File: src/rtl/mem_access.sv
// ---------------------------------------------------------------------------
// mem_access -- memory-access stage of a five-stage MIPS pipeline.
//
// Runs loads and stores over a req/ack data bus and holds the earlier
// pipeline stages with stallreq until the bus answers. Load data is lane
// aligned (big-endian) and sign/zero extended. Non-memory operations pass
// straight through to MEM/WB.
//
// Ports
//   clk, rst          clock; synchronous active-low reset
//   ex_wd/ex_wreg/ex_wdata   write-back triple from EX/MEM
//   ex_aluop          operation code (0xE0..0xEB are memory ops)
//   ex_mem_addr       effective byte address
//   ex_reg2           store data
//   mem_wd/mem_wreg/mem_wdata  write-back triple to MEM/WB (combinational)
//   mem_misalign      address-error flag for the current op
//   stallreq          hold EX/MEM and earlier stages
//   dbus_*            registered bus request fields; dbus_rdata/dbus_ack in
// ---------------------------------------------------------------------------
module mem_access (
   input  logic        clk,
   input  logic        rst,
   input  logic [4:0]  ex_wd,
   input  logic        ex_wreg,
   input  logic [31:0] ex_wdata,
   input  logic [7:0]  ex_aluop,
   input  logic [31:0] ex_mem_addr,
   input  logic [31:0] ex_reg2,
   output logic [4:0]  mem_wd,
   output logic        mem_wreg,
   output logic [31:0] mem_wdata,
   output logic        mem_misalign,
   output logic        stallreq,
   output logic        dbus_req,
   output logic        dbus_we,
   output logic [31:0] dbus_addr,
   output logic [3:0]  dbus_sel,
   output logic [31:0] dbus_wdata,
   input  logic [31:0] dbus_rdata,
   input  logic        dbus_ack
);

   localparam logic [7:0] OP_LB  = 8'hE0;
   localparam logic [7:0] OP_LH  = 8'hE1;
   localparam logic [7:0] OP_LW  = 8'hE3;
   localparam logic [7:0] OP_LBU = 8'hE4;
   localparam logic [7:0] OP_LHU = 8'hE5;
   localparam logic [7:0] OP_SB  = 8'hE8;
   localparam logic [7:0] OP_SH  = 8'hE9;
   localparam logic [7:0] OP_SW  = 8'hEB;

   localparam logic [1:0] ST_IDLE = 2'd0;
   localparam logic [1:0] ST_WAIT = 2'd1;
   localparam logic [1:0] ST_DONE = 2'd2;

   // Big-endian byte-lane enables: lane 3 carries bits 31:24.
   function automatic logic [3:0] lane_sel(input logic [7:0] op, input logic [1:0] a);
      logic [3:0] s;
      s = 4'b0000;
      case (op)
         OP_SB: begin
            case (a)
               2'b00:   s = 4'b1000;
               2'b01:   s = 4'b0100;
               2'b10:   s = 4'b0010;
               default: s = 4'b0001;
            endcase
         end
         OP_SH:   s = a[1] ? 4'b0011 : 4'b1100;
         OP_SW:   s = 4'b1111;
         OP_LB, OP_LBU: begin
            case (a)
               2'b00:   s = 4'b1000;
               2'b01:   s = 4'b0100;
               2'b10:   s = 4'b0010;
               default: s = 4'b0001;
            endcase
         end
         OP_LH, OP_LHU: s = a[1] ? 4'b0011 : 4'b1100;
         OP_LW:   s = 4'b1111;
         default: s = 4'b0000;
      endcase
      return s;
   endfunction

   // Store data is replicated across lanes so the selected lanes carry it.
   function automatic logic [31:0] store_data(input logic [7:0] op, input logic [31:0] r);
      logic [31:0] d;
      d = 32'd0;
      case (op)
         OP_SB:   d = {4{r[7:0]}};
         OP_SH:   d = {2{r[15:0]}};
         OP_SW:   d = r;
         default: d = 32'd0;
      endcase
      return d;
   endfunction

   // Pick the addressed byte/half out of the captured word and extend it.
   function automatic logic [31:0] load_extract(input logic [7:0] op, input logic [1:0] a,
                                                input logic [31:0] w);
      logic [7:0]  b;
      logic [15:0] h;
      logic [31:0] r;
      case (a)
         2'b00:   b = w[31:24];
         2'b01:   b = w[23:16];
         2'b10:   b = w[15:8];
         default: b = w[7:0];
      endcase
      h = a[1] ? w[15:0] : w[31:16];
      case (op)
         OP_LB:   r = {{24{b[7]}}, b};
         OP_LBU:  r = {24'd0, b};
         OP_LH:   r = {{16{h[15]}}, h};
         OP_LHU:  r = {16'd0, h};
         default: r = w;
      endcase
      return r;
   endfunction

   logic [1:0]  state_q, state_d;
   logic        is_load_s, is_store_s, misalign_s, start_s;
   logic        dbus_req_q, dbus_we_q;
   logic [31:0] dbus_addr_q, dbus_wdata_q, rdata_q;
   logic [3:0]  dbus_sel_q;

   // Opcode decode and alignment check.
   always_comb begin
      is_load_s  = 1'b0;
      is_store_s = 1'b0;
      misalign_s = 1'b0;
      case (ex_aluop)
         OP_LB, OP_LBU: is_load_s = 1'b1;
         OP_LH, OP_LHU: begin
            is_load_s  = 1'b1;
            misalign_s = ex_mem_addr[0];
         end
         OP_LW: begin
            is_load_s  = 1'b1;
            misalign_s = |ex_mem_addr[1:0];
         end
         OP_SB: is_store_s = 1'b1;
         OP_SH: begin
            is_store_s = 1'b1;
            misalign_s = ex_mem_addr[0];
         end
         OP_SW: begin
            is_store_s = 1'b1;
            misalign_s = |ex_mem_addr[1:0];
         end
         default: begin
            is_load_s  = 1'b0;
            is_store_s = 1'b0;
            misalign_s = 1'b0;
         end
      endcase
      start_s = (is_load_s | is_store_s) & ~misalign_s;
   end

   // FSM state register.
   always_ff @(posedge clk) begin
      if (!rst) begin
         state_q <= ST_IDLE;
      end else begin
         state_q <= state_d;
      end
   end

   // FSM next-state logic; ack only matters in WAIT.
   always_comb begin
      state_d = state_q;
      case (state_q)
         ST_IDLE: begin
            if (start_s) state_d = ST_WAIT;
            else         state_d = ST_IDLE;
         end
         ST_WAIT: begin
            if (dbus_ack) state_d = ST_DONE;
            else          state_d = ST_WAIT;
         end
         ST_DONE: state_d = ST_IDLE;
         default: state_d = ST_IDLE;
      endcase
   end

   // Bus request fields and captured load data.
   always_ff @(posedge clk) begin
      if (!rst) begin
         dbus_req_q   <= 1'b0;
         dbus_we_q    <= 1'b0;
         dbus_addr_q  <= 32'd0;
         dbus_sel_q   <= 4'd0;
         dbus_wdata_q <= 32'd0;
         rdata_q      <= 32'd0;
      end else if (state_q == ST_IDLE && start_s) begin
         dbus_req_q   <= 1'b1;
         dbus_we_q    <= is_store_s;
         dbus_addr_q  <= {ex_mem_addr[31:2], 2'b00};
         dbus_sel_q   <= lane_sel(ex_aluop, ex_mem_addr[1:0]);
         dbus_wdata_q <= store_data(ex_aluop, ex_reg2);
      end else if (state_q == ST_WAIT && dbus_ack) begin
         dbus_req_q <= 1'b0;
         rdata_q    <= dbus_rdata;
      end
   end

   // FSM outputs: write-back triple, misalign flag and stall request.
   always_comb begin
      mem_wd       = 5'd0;
      mem_wreg     = 1'b0;
      mem_wdata    = 32'd0;
      mem_misalign = 1'b0;
      stallreq     = 1'b0;
      if (!rst) begin
         mem_wd = 5'd0;
      end else begin
         case (state_q)
            ST_IDLE: begin
               mem_wd = ex_wd;
               if (misalign_s) begin
                  mem_misalign = 1'b1;
               end else if (start_s) begin
                  stallreq = 1'b1;
               end else begin
                  mem_wreg  = ex_wreg;
                  mem_wdata = ex_wdata;
               end
            end
            ST_WAIT: begin
               mem_wd   = ex_wd;
               stallreq = 1'b1;
            end
            ST_DONE: begin
               mem_wd = ex_wd;
               if (is_load_s) begin
                  mem_wreg  = ex_wreg;
                  mem_wdata = load_extract(ex_aluop, ex_mem_addr[1:0], rdata_q);
               end else begin
                  mem_wreg  = 1'b0;
                  mem_wdata = 32'd0;
               end
            end
            default: begin
               mem_wd = 5'd0;
            end
         endcase
      end
   end

   assign dbus_req   = dbus_req_q;
   assign dbus_we    = dbus_we_q;
   assign dbus_addr  = dbus_addr_q;
   assign dbus_sel   = dbus_sel_q;
   assign dbus_wdata = dbus_wdata_q;

endmodule
File: config.mk
export PLATFORM = sky130hd
export DESIGN_NAME = mem_access
export DESIGN_NICKNAME = d
export VERILOG_FILES = /design/src/rtl/mem_access.sv
export SDC_FILE = /design/constraint.sdc
export NUM_CORES = 1
export LEC_CHECK = 0
export BUFFER_PORTS_ARGS = -buffer_cell sky130_fd_sc_hd__buf_4
export CAP_MARGIN = 10
export CORE_ASPECT_RATIO = 1.4
export CORE_MARGIN = 3
export CORE_UTILIZATION = 45
export DETAILED_ROUTE_END_ITERATION = 10
export GPL_TIMING_DRIVEN = 0
export PLACE_DENSITY_LB_ADDON = 0.15
export SYNTH_ARGS = -nofsm -noshare
export SYNTH_HDL_FRONTEND = slang
export SYNTH_SLANG_ARGS = --single-unit
File: constraint.sdc
create_clock -name clk -period 1.71 [get_ports clk]
set_input_delay 0.171 -clock clk [delete_from_list [all_inputs] [get_ports clk]]
set_output_delay 0.171 -clock clk [all_outputs]
set_load 0.02 [all_outputs]
**Word level (Yosys, flattened, before mapping)**

Index checks and enable logic that the tools add are counted.

- Register bits: 102
- Word-level logic and storage cells: 70
- Input port bits: 145
- Output and inout port bits: 110

- Reduce and logical (&&, ||, !) cells: 13
- Muxes and demuxes: 34
- Equality and inequality tests: 12
- Bitwise gates (word level): 4

Operator list:

| cell | number |
|---|---|
| $mux 32 | 4 |
| $pmux 32 s4 | 1 |
| $pmux 32 s3 | 1 |
| $eq 8x8->1 const B | 8 |
| $pmux 32 s2 | 1 |
| $pmux 4 s3 | 2 |
| $pmux 8 s3 | 1 |
| $mux 16 | 1 |
| $mux 1 | 15 |
| $reduce_or 3->1 | 4 |
| $mux 5 | 2 |
| $pmux 1 s2 | 3 |
| $reduce_or 5->1 | 1 |
| $eq 2x1->1 const B | 2 |
| $eq 2x2->1 const B | 2 |
| $logic_not 2->1 | 2 |
| $mux 4 | 1 |
| $pmux 2 s2 | 1 |
| $reduce_or 2->1 | 2 |
| $logic_and 1x1->1 | 2 |
| $mux 2 | 1 |
| $not 1->1 | 2 |
| $reduce_and 2->1 | 1 |
| $reduce_bool 2->1 | 1 |
| other kinds (2) | 2 |

**Logic depth before layout (Yosys ltp)**

Gate-level depths: netlist (run 1).

- Word-level depth: 9
- Depth in mapped cells: 7
- Gate-level depth less buffers: 4

**Worst setup path before layout (run 1)**

No wires, ideal clock.

- Path kind: register to output
- Start: register state_q[0]
- End: output port mem_wdata[12]
- Arrival: 1.560 ns
- Required time: 1.539 ns
- Path buffers: 2
- Setup slack: -0.021 ns
- Stages on the path, launching flop included: 7
- Cell sequence: dfxtp_1 > buf_2 > nand3b_1 > a2111oi_4 > buf_4 > o21ai_0 > o2bb2ai_1

- Word-level cells in the longest chain between the ends: 3
- Elaborated cells between the ends (all ways): 4
- Those cells by class: 1 x eq/ne; 2 x mux; 1 x reduce/logical

RTL lines:

| element | line | source |
|---|---|---|
| from (decl) | 122 | `logic [1:0] state_q, state_d;` |
| from (signal assigned) | 166 | `state_q <= state_d;` |
| $eq 2x2->1 / $logic_not 2->1 (equally long branches) | 218 | `case (state_q)` |
| $pmux 32 s2 (*) | 218 |  |
| $mux 32 (*) | 215 | `if (!rst) begin` |
| to (decl) | 31 | `output logic [31:0] mem_wdata,` |

Every way passes the cells marked *; elsewhere a longest branch is shown, timed or not.

**Worst setup path after layout (run 1)**

- Start: register state_q[1]
- End: output port mem_wdata[28]

Same word-level chain as after synthesis.

==> results.py, run 1 <==
metrics = {
    "sta": {
        "final.setup.worst_slack_ps": -400.2,
        "skew_ps": 10.58,
        "final_hold_viol_count": 0,
        "timing.final.crit_share_pct": 123.4,
        "fmaxAchievable_mhz": 473.9,
        "slew_headroom_pct": 57.29,
        "rsz0062_at_grt": "yes",
        "period_minus_slack_ps": 2110,
        "setup_violations": 49,
        "worst_slew_pin_slew_ps": 638.2,
        "slew_violations": 0,
    },
    "power": {
        "power_uw": 5597,
        "power.density_mw_per_mm2": 655.1,
        "peakVddDrop_mv": 0.4202,
        "p_leak_uw": 0.003522,
    },
    "layout": {
        "antenna_cells": 0,
        "multi_input_area_mm2": 0.003386,
        "layout_commonest_cell": "buf_4",
        "final_cell_mix": "241 x buf_4, 96 x dfxtp_1, 79 x nand2_1, 74 x a21oi_1, 43 x buf_6",
        "n_fill_cell": 845,
        "layout-drive-gt1-share_pct": 45.69,
        "register_area_mm2": 0.002054,
        "final_util_pct": 74.97,
        "final_nets": 1044,
        "syn_to_final_growth_pct": 62.22,
    },
    "drt": {
        "drc_errors": 0,
        "topRoutingLayerUsed": "met5",
        "initialDrtViolationCount": 339,
        "drtPass1Iterations": 6,
        "viasPerCell": 5.927,
        "wl_met2_um": 11240,
        "dr_wl_met3_um": 1564,
        "avgRoutedWirePerCell_um": 20.45,
        "routed_wl_um": 21430,
        "wl_met1_um": 7577,
        "vias": 6212,
        "ant_nets": 0,
    },
    "synth": {
        "synth-simple-area-share_pct": 17.82,
        "synth_area_leaders": "dfxtp_1 39%, a21oi_1 7.3%, o2bb2ai_1 7.3%",
        "async_flop_share_pct": 0,
        "synth_top_area_share_pct": 38.77,
        "synthCells": 622,
        "mappedNetlistArea_mm2": 0.005266,
        "yosysWarnings": 0,
        "synth_top_family_by_area": "compound AO/OA/AOI/OAI gates",
        "ys_types": 65,
        "ys_dominant_reg_cell": "dfxtp_1",
        "syn_avg_cell_area_um2": 8.467,
        "synth.area.mux_share_pct": 3.778,
        "synth_edf_count": 0,
        "synth_largest_area_cell": "dfxtp_1",
        "synth-seq-cells": 102,
        "synth-xor-area-share_pct": 0,
        "synthAdderAreaFrac_pct": 0,
        "seq_area_frac_synth_pct": 38.77,
        "synth_compound_area_share_pct": 32.79,
    },
    "die": {
        "die_h_um": 134,
        "num_rows": 46,
        "dieWidth_um": 97.43,
        "die-area_mm2": 0.01306,
        "ios": 255,
        "floorplan.initialDensity_pct": 46.21,
        "core_mm2": 0.01140,
    },
    "place": {
        "dpl.hpwl_um": 14950,
        "place.port_buffers": 248,
        "place.gp.congestion": 0.9030,
        "pre_cts_ws_ps": -312.4,
    },
    "worst_setup_path": {
        "arrival_ps": 1940,
        "cp_cell_sequence": "buf_6 -> nand3b_1 -> a2111oi_4 -> buf_4 -> o21ai_4 -> buf_8 -> o2bb2ai_4 -> buf_6",
        "critPathCaptureType": "output port",
        "crit_required_ps": 1540,
        "path_class": "reg2out",
        "slowest_stage": "dfxtp_2",
        "max_stage_delay_ps": 340,
        "critPathLaunchType": "flip-flop",
        "crit_top_cell": "buf_6",
        "crit_fanout": 5,
    },
    "clock_tree": {
        "root_buffer": "clkbuf_16",
        "htree_num_levels": 3,
        "clock-sinks": 102,
        "insertion_delay_ps": 350,
        "cts_tree": "yes",
        "clk_pin_slew_ps": 80,
        "ctsLongestPathBuffers": 2,
        "cts_buffers": 9,
        "cts_hold_buf": 0,
    },
    "worst_hold_path": {
        "hold_path_class": "in2reg",
    },
    "grt": {
        "overflow": 0,
        "first_global_vias": 6287,
        "grt_start_max_net_pins": 19,
        "grt.total_usage_pct": 30.37,
        "antenna_found_initial": 1,
        "grt_pass1_wl_um": 32050,
    },
    "run_status": {
        "status": "finished, violations left",
        "violations": "setup timing",
    },
    "flow_run": {
        "max_cap_violations": 0,
    },
}
==> logic make-up (layout without fill, tap and decap cells) <==
| logic type | after synthesis | in the layout |
|---|---|---|
| flops | 102 | 102 |
| compound gates | 239 | 239 |
| simple gates | 195 | 195 |
| other cells | 1 | 2 |
| buf+inv | 67 | 348 |
| mux | 18 | 18 |
==> routing by layer <==
layer,vias to the layer above,global-route usage [%]
met2,351,54.27
li1,2833,-
met4,2,17.71
met3,74,6.972
met1,2952,32.54
met5,-,0
==> timing repair <==
action | in CTS | in global routing
cloned | 3 | 2
setup endpoints to repair | 56 | 102
pin swaps | 19 | 16
resized for setup | 113 | 67
buffers inserted | 11 | 5
==> area by class of cell <==
cell class | count | area share (%)
multi-input combinational | 454 | 39.63
timing repair buffer | 268 | 25.56
sequential | 102 | 24.05
buffer | 60 | 4.906
clock buffer | 9 | 2.636
tap | 144 | 2.109
clock inverter | 7 | 0.9373
inverter | 4 | 0.1757
==> synthesized netlist by cell type, drive strengths merged (2+ instances only) <==
cell	number
a211oi	2
a21o	2
a21oi	78
a22o	14
a22oi	21
a32o	2
and2	8
and3	7
buf	37
clkbuf	26
dfxtp	102
inv	3
mux2	5
mux2i	12
nand2	81
nand2b	5
nand3	36
nor2	36
nor2b	2
nor3	8
o211a	5
o211ai	3
o21ai	43
o2bb2ai	54
o31ai	3
o41ai	2
or2	2
==> per-stage QoR <==
stage | hold slack [ps] | cell area (um2) | TNS [ps] | std cells
5_1_grt | 66.69 | 8543 | -16330 | 1048
3_3_place_gp | 413.0 | 7367 | -8965 | 1015
2_1_floorplan | 296.5 | 5325 | 0 | 623
3_5_place_dp | 414.9 | 7367 | -8563 | 1015
4_1_cts | 49.89 | 8344 | -10070 | 1044
6_report | 62.51 | 8543 | -10920 | 1048
==> worst paths after layout <==
path / cells past startpoint / end / from / slack, ps
setup reg to reg: 8 / dbus_addr[5] / state_q[0] / -80
setup / recovery: 8 / mem_wdata[28] / state_q[1] / -400
hold reg to reg: 1 / dbus_we / dbus_we / 460
hold / removal: 2 / dbus_wdata[5] / ex_reg2[5] / 60
==> worst max-delay path: cells and delay by family, from the launching register on <==
kind,cells,cell delay [ps]
AOI/OAI and AO/OA,3,480
buffers and inverters,4,630
DFF,1,340
and+or+nand+nor,1,140
==> where the power goes <==
group          switching [uW]  leakage (uW)  internal, uW
combinational             537       0.00255           542
sequential               10.3      0.000826          2390
clock                     968      0.000148          1150
total                    1510       0.00352          4080
==> state kept, by name (all words and copies together) (netlist names) <==
signal	count
dbus_sel	4
rdata_q	32
dbus_addr	30
dbus_we	1
dbus_req	1
dbus_wdata	32
state_q	2
(Power assumes the default switching activity.)
==> run 2, diff against run 1 <==
--- a/config.mk
+++ b/config.mk
@@ -12,7 +12,7 @@
 export CORE_UTILIZATION = 45
 export DETAILED_ROUTE_END_ITERATION = 10
 export GPL_TIMING_DRIVEN = 0
-export PLACE_DENSITY_LB_ADDON = 0.15
+export PLACE_DENSITY_LB_ADDON = 0.3
 export SYNTH_ARGS = -nofsm -noshare
 export SYNTH_HDL_FRONTEND = slang
 export SYNTH_SLANG_ARGS = --single-unit
==> run 2 against run 1 <==
The flow still finishes with violations (setup timing). Utilization grew 0.63 points. Combinational power barely moved. Routed wire length grew 4.1%. Sequential share of layout area down 0.20 points. Largest cell class unchanged. Worst setup slack gained 20 ps.
==> results.py, run 2 (synthesis results as in run 1) <==
metrics = {
    "power": {
        "power.share.switching_pct": 27.55,
        "power_frac_comb_pct": 20.0,
        "internal-power_uw": 3995,
        "p_leak_uw": 0.003565,
        "peakVddDrop_mv": 0.4568,
        "power_uw": 5514,
        "switching_power_uw": 1519,
        "clockPowerShare_pct": 36.6,
        "seqPwrFrac_pct": 43.5,
        "power.density_mw_per_mm2": 640.1,
    },
    "worst_setup_path": {
        "path_class": "reg2out",
        "crit_required_ps": 1540,
        "critPathCaptureType": "output port",
        "reg2reg_slack_ps": -40,
        "crit_fanout": 10,
        "crit_start": "state_q[1]",
        "reg2regPathDepth": 7,
        "reg2reg_from": "state_q[1]",
        "arrival_ps": 1920,
        "critPathLaunchType": "flip-flop",
    },
    "drt": {
        "wl_met1_um": 7435,
        "vias": 6325,
        "initialDrtViolationCount": 488,
        "routed_wl_um": 22310,
        "avgRoutedWirePerCell_um": 21.19,
        "drc_errors": 0,
        "dr_wl_met3_um": 1879,
        "wl_met2_um": 11520,
        "viasPerCell": 6.007,
        "topRoutingLayerUsed": "met4",
        "drtPass1Iterations": 5,
        "ant_nets": 0,
    },
    "grt": {
        "grt_start_max_net_pins": 19,
        "first_global_vias": 6418,
        "overflow": 0,
        "grt_pass1_wl_um": 33210,
        "grt.total_usage_pct": 31.55,
        "antenna_found_initial": 0,
    },
    "place": {
        "dpl.hpwl_um": 15170,
        "pre_cts_ws_ps": -275.0,
        "place.port_buffers": 248,
        "postPlaceCellArea_mm2": 0.007367,
        "place.gp.congestion": 0.9497,
    },
    "layout": {
        "multi_input_area_mm2": 0.003386,
        "final_cell_mix": "233 x buf_4, 96 x dfxtp_1, 79 x nand2_1, 75 x a21oi_1, 53 x buf_6",
        "fin_area_mm2": 0.008615,
        "final_util_pct": 75.59,
        "layout_commonest_cell": "buf_4",
        "n_fill_cell": 796,
        "syn_to_final_growth_pct": 63.58,
        "layout-drive-gt1-share_pct": 45.87,
        "register_area_mm2": 0.002054,
        "antenna_cells": 0,
        "final_nets": 1049,
    },
    "sta": {
        "timing.final.crit_share_pct": 122.3,
        "setup_violations": 43,
        "rsz0062_at_grt": "yes",
        "slew_violations": 0,
        "final.setup.worst_slack_ps": -380.6,
        "fmaxAchievable_mhz": 478.3,
        "period_minus_slack_ps": 2091,
        "skew_ps": 14.09,
        "final_hold_viol_count": 0,
        "worst_slew_pin_slew_ps": 586.9,
        "slew_headroom_pct": 60.73,
    },
    "clock_tree": {
        "cts_buffers": 9,
        "root_buffer": "clkbuf_16",
        "htree_num_levels": 3,
        "clock-sinks": 102,
        "insertion_delay_ps": 340,
        "clk_pin_slew_ps": 80,
        "cts_tree": "yes",
        "cts_hold_buf": 0,
        "ctsLongestPathBuffers": 2,
    },
    "die": {
        "num_rows": 46,
        "floorplan.initialDensity_pct": 46.21,
        "die-area_mm2": 0.01306,
        "dieWidth_um": 97.43,
        "die_h_um": 134,
        "ios": 255,
        "core_mm2": 0.01140,
    },
    "run_status": {
        "status": "finished, violations left",
        "violations": "setup timing",
    },
    "worst_hold_path": {
        "min_from": "dbus_rdata[15]",
        "hold_depth": 3,
        "hold_path_class": "in2reg",
    },
    "flow_run": {
        "max_cap_violations": 0,
    },
}
[run 2: metrics by stage]
| step | TNS, ps | instances | hold slack [ps] |
|---|---|---|---|
| after global routing | -15150 | 1053 | 69.18 |
| after CTS | -9124 | 1049 | 60.49 |
| after floorplan | 0 | 623 | 296.5 |
| after global placement | -7665 | 1015 | 411.4 |
| final | -11120 | 1053 | 67.36 |
| after detailed placement | -7726 | 1015 | 417.3 |
[run 2: routing by layer]
| layer | track usage (%) | up-vias |
|---|---|---|
| li1 | - | 2836 |
| met1 | 32.28 | 2953 |
| met2 | 56.75 | 425 |
| met3 | 8.117 | 111 |
| met4 | 19.94 | 0 |
| met5 | 0 | - |
[run 2: power groups by stage]
stage               Clock (uW)  Sequential, uW  Combinational, uW
floorplan                    0            2470                425
global route              2130            2400               1160
detailed placement           0            2450                907
CTS                       2030            2400               1050
global placement             0            2450                894
finish                    2020            2400               1100
[run 2: worst max-delay path, stage by stage, from the launching register on]
cell and delay (ps):
dfxtp_2 340, buf_6 120, buf_12 120, nor3b_4 220, and2_4 190, buf_8 140
buf_12 180, o2bb2ai_4 130, buf_6 130
[run 2: final timing paths]
check | to
max | mem_wdata[26]
max reg2reg | rdata_q[21]
min | rdata_q[15]
min reg2reg | rdata_q[2]
[run 2: area by class of cell]
class	instances	share of cell area, %
plain buffers	60	4.822
clock buffers	10	2.774
clock inverters	6	0.5955
inverters	4	0.1743
multi-input cells	454	39.30
flip-flops and latches	102	23.85
well taps	144	2.092
repair buffers	273	26.39
[run 2: repair_timing]
| action | in CTS | in global routing |
|---|---|---|
| endpoints found under the hold margin | 0 | 0 |
| setup buffers | 15 | 7 |
| endpoints found under the setup margin | 48 | 112 |
| gates resized for setup | 112 | 73 |
| cloned | 4 | 2 |
| pin swaps | 28 | 13 |
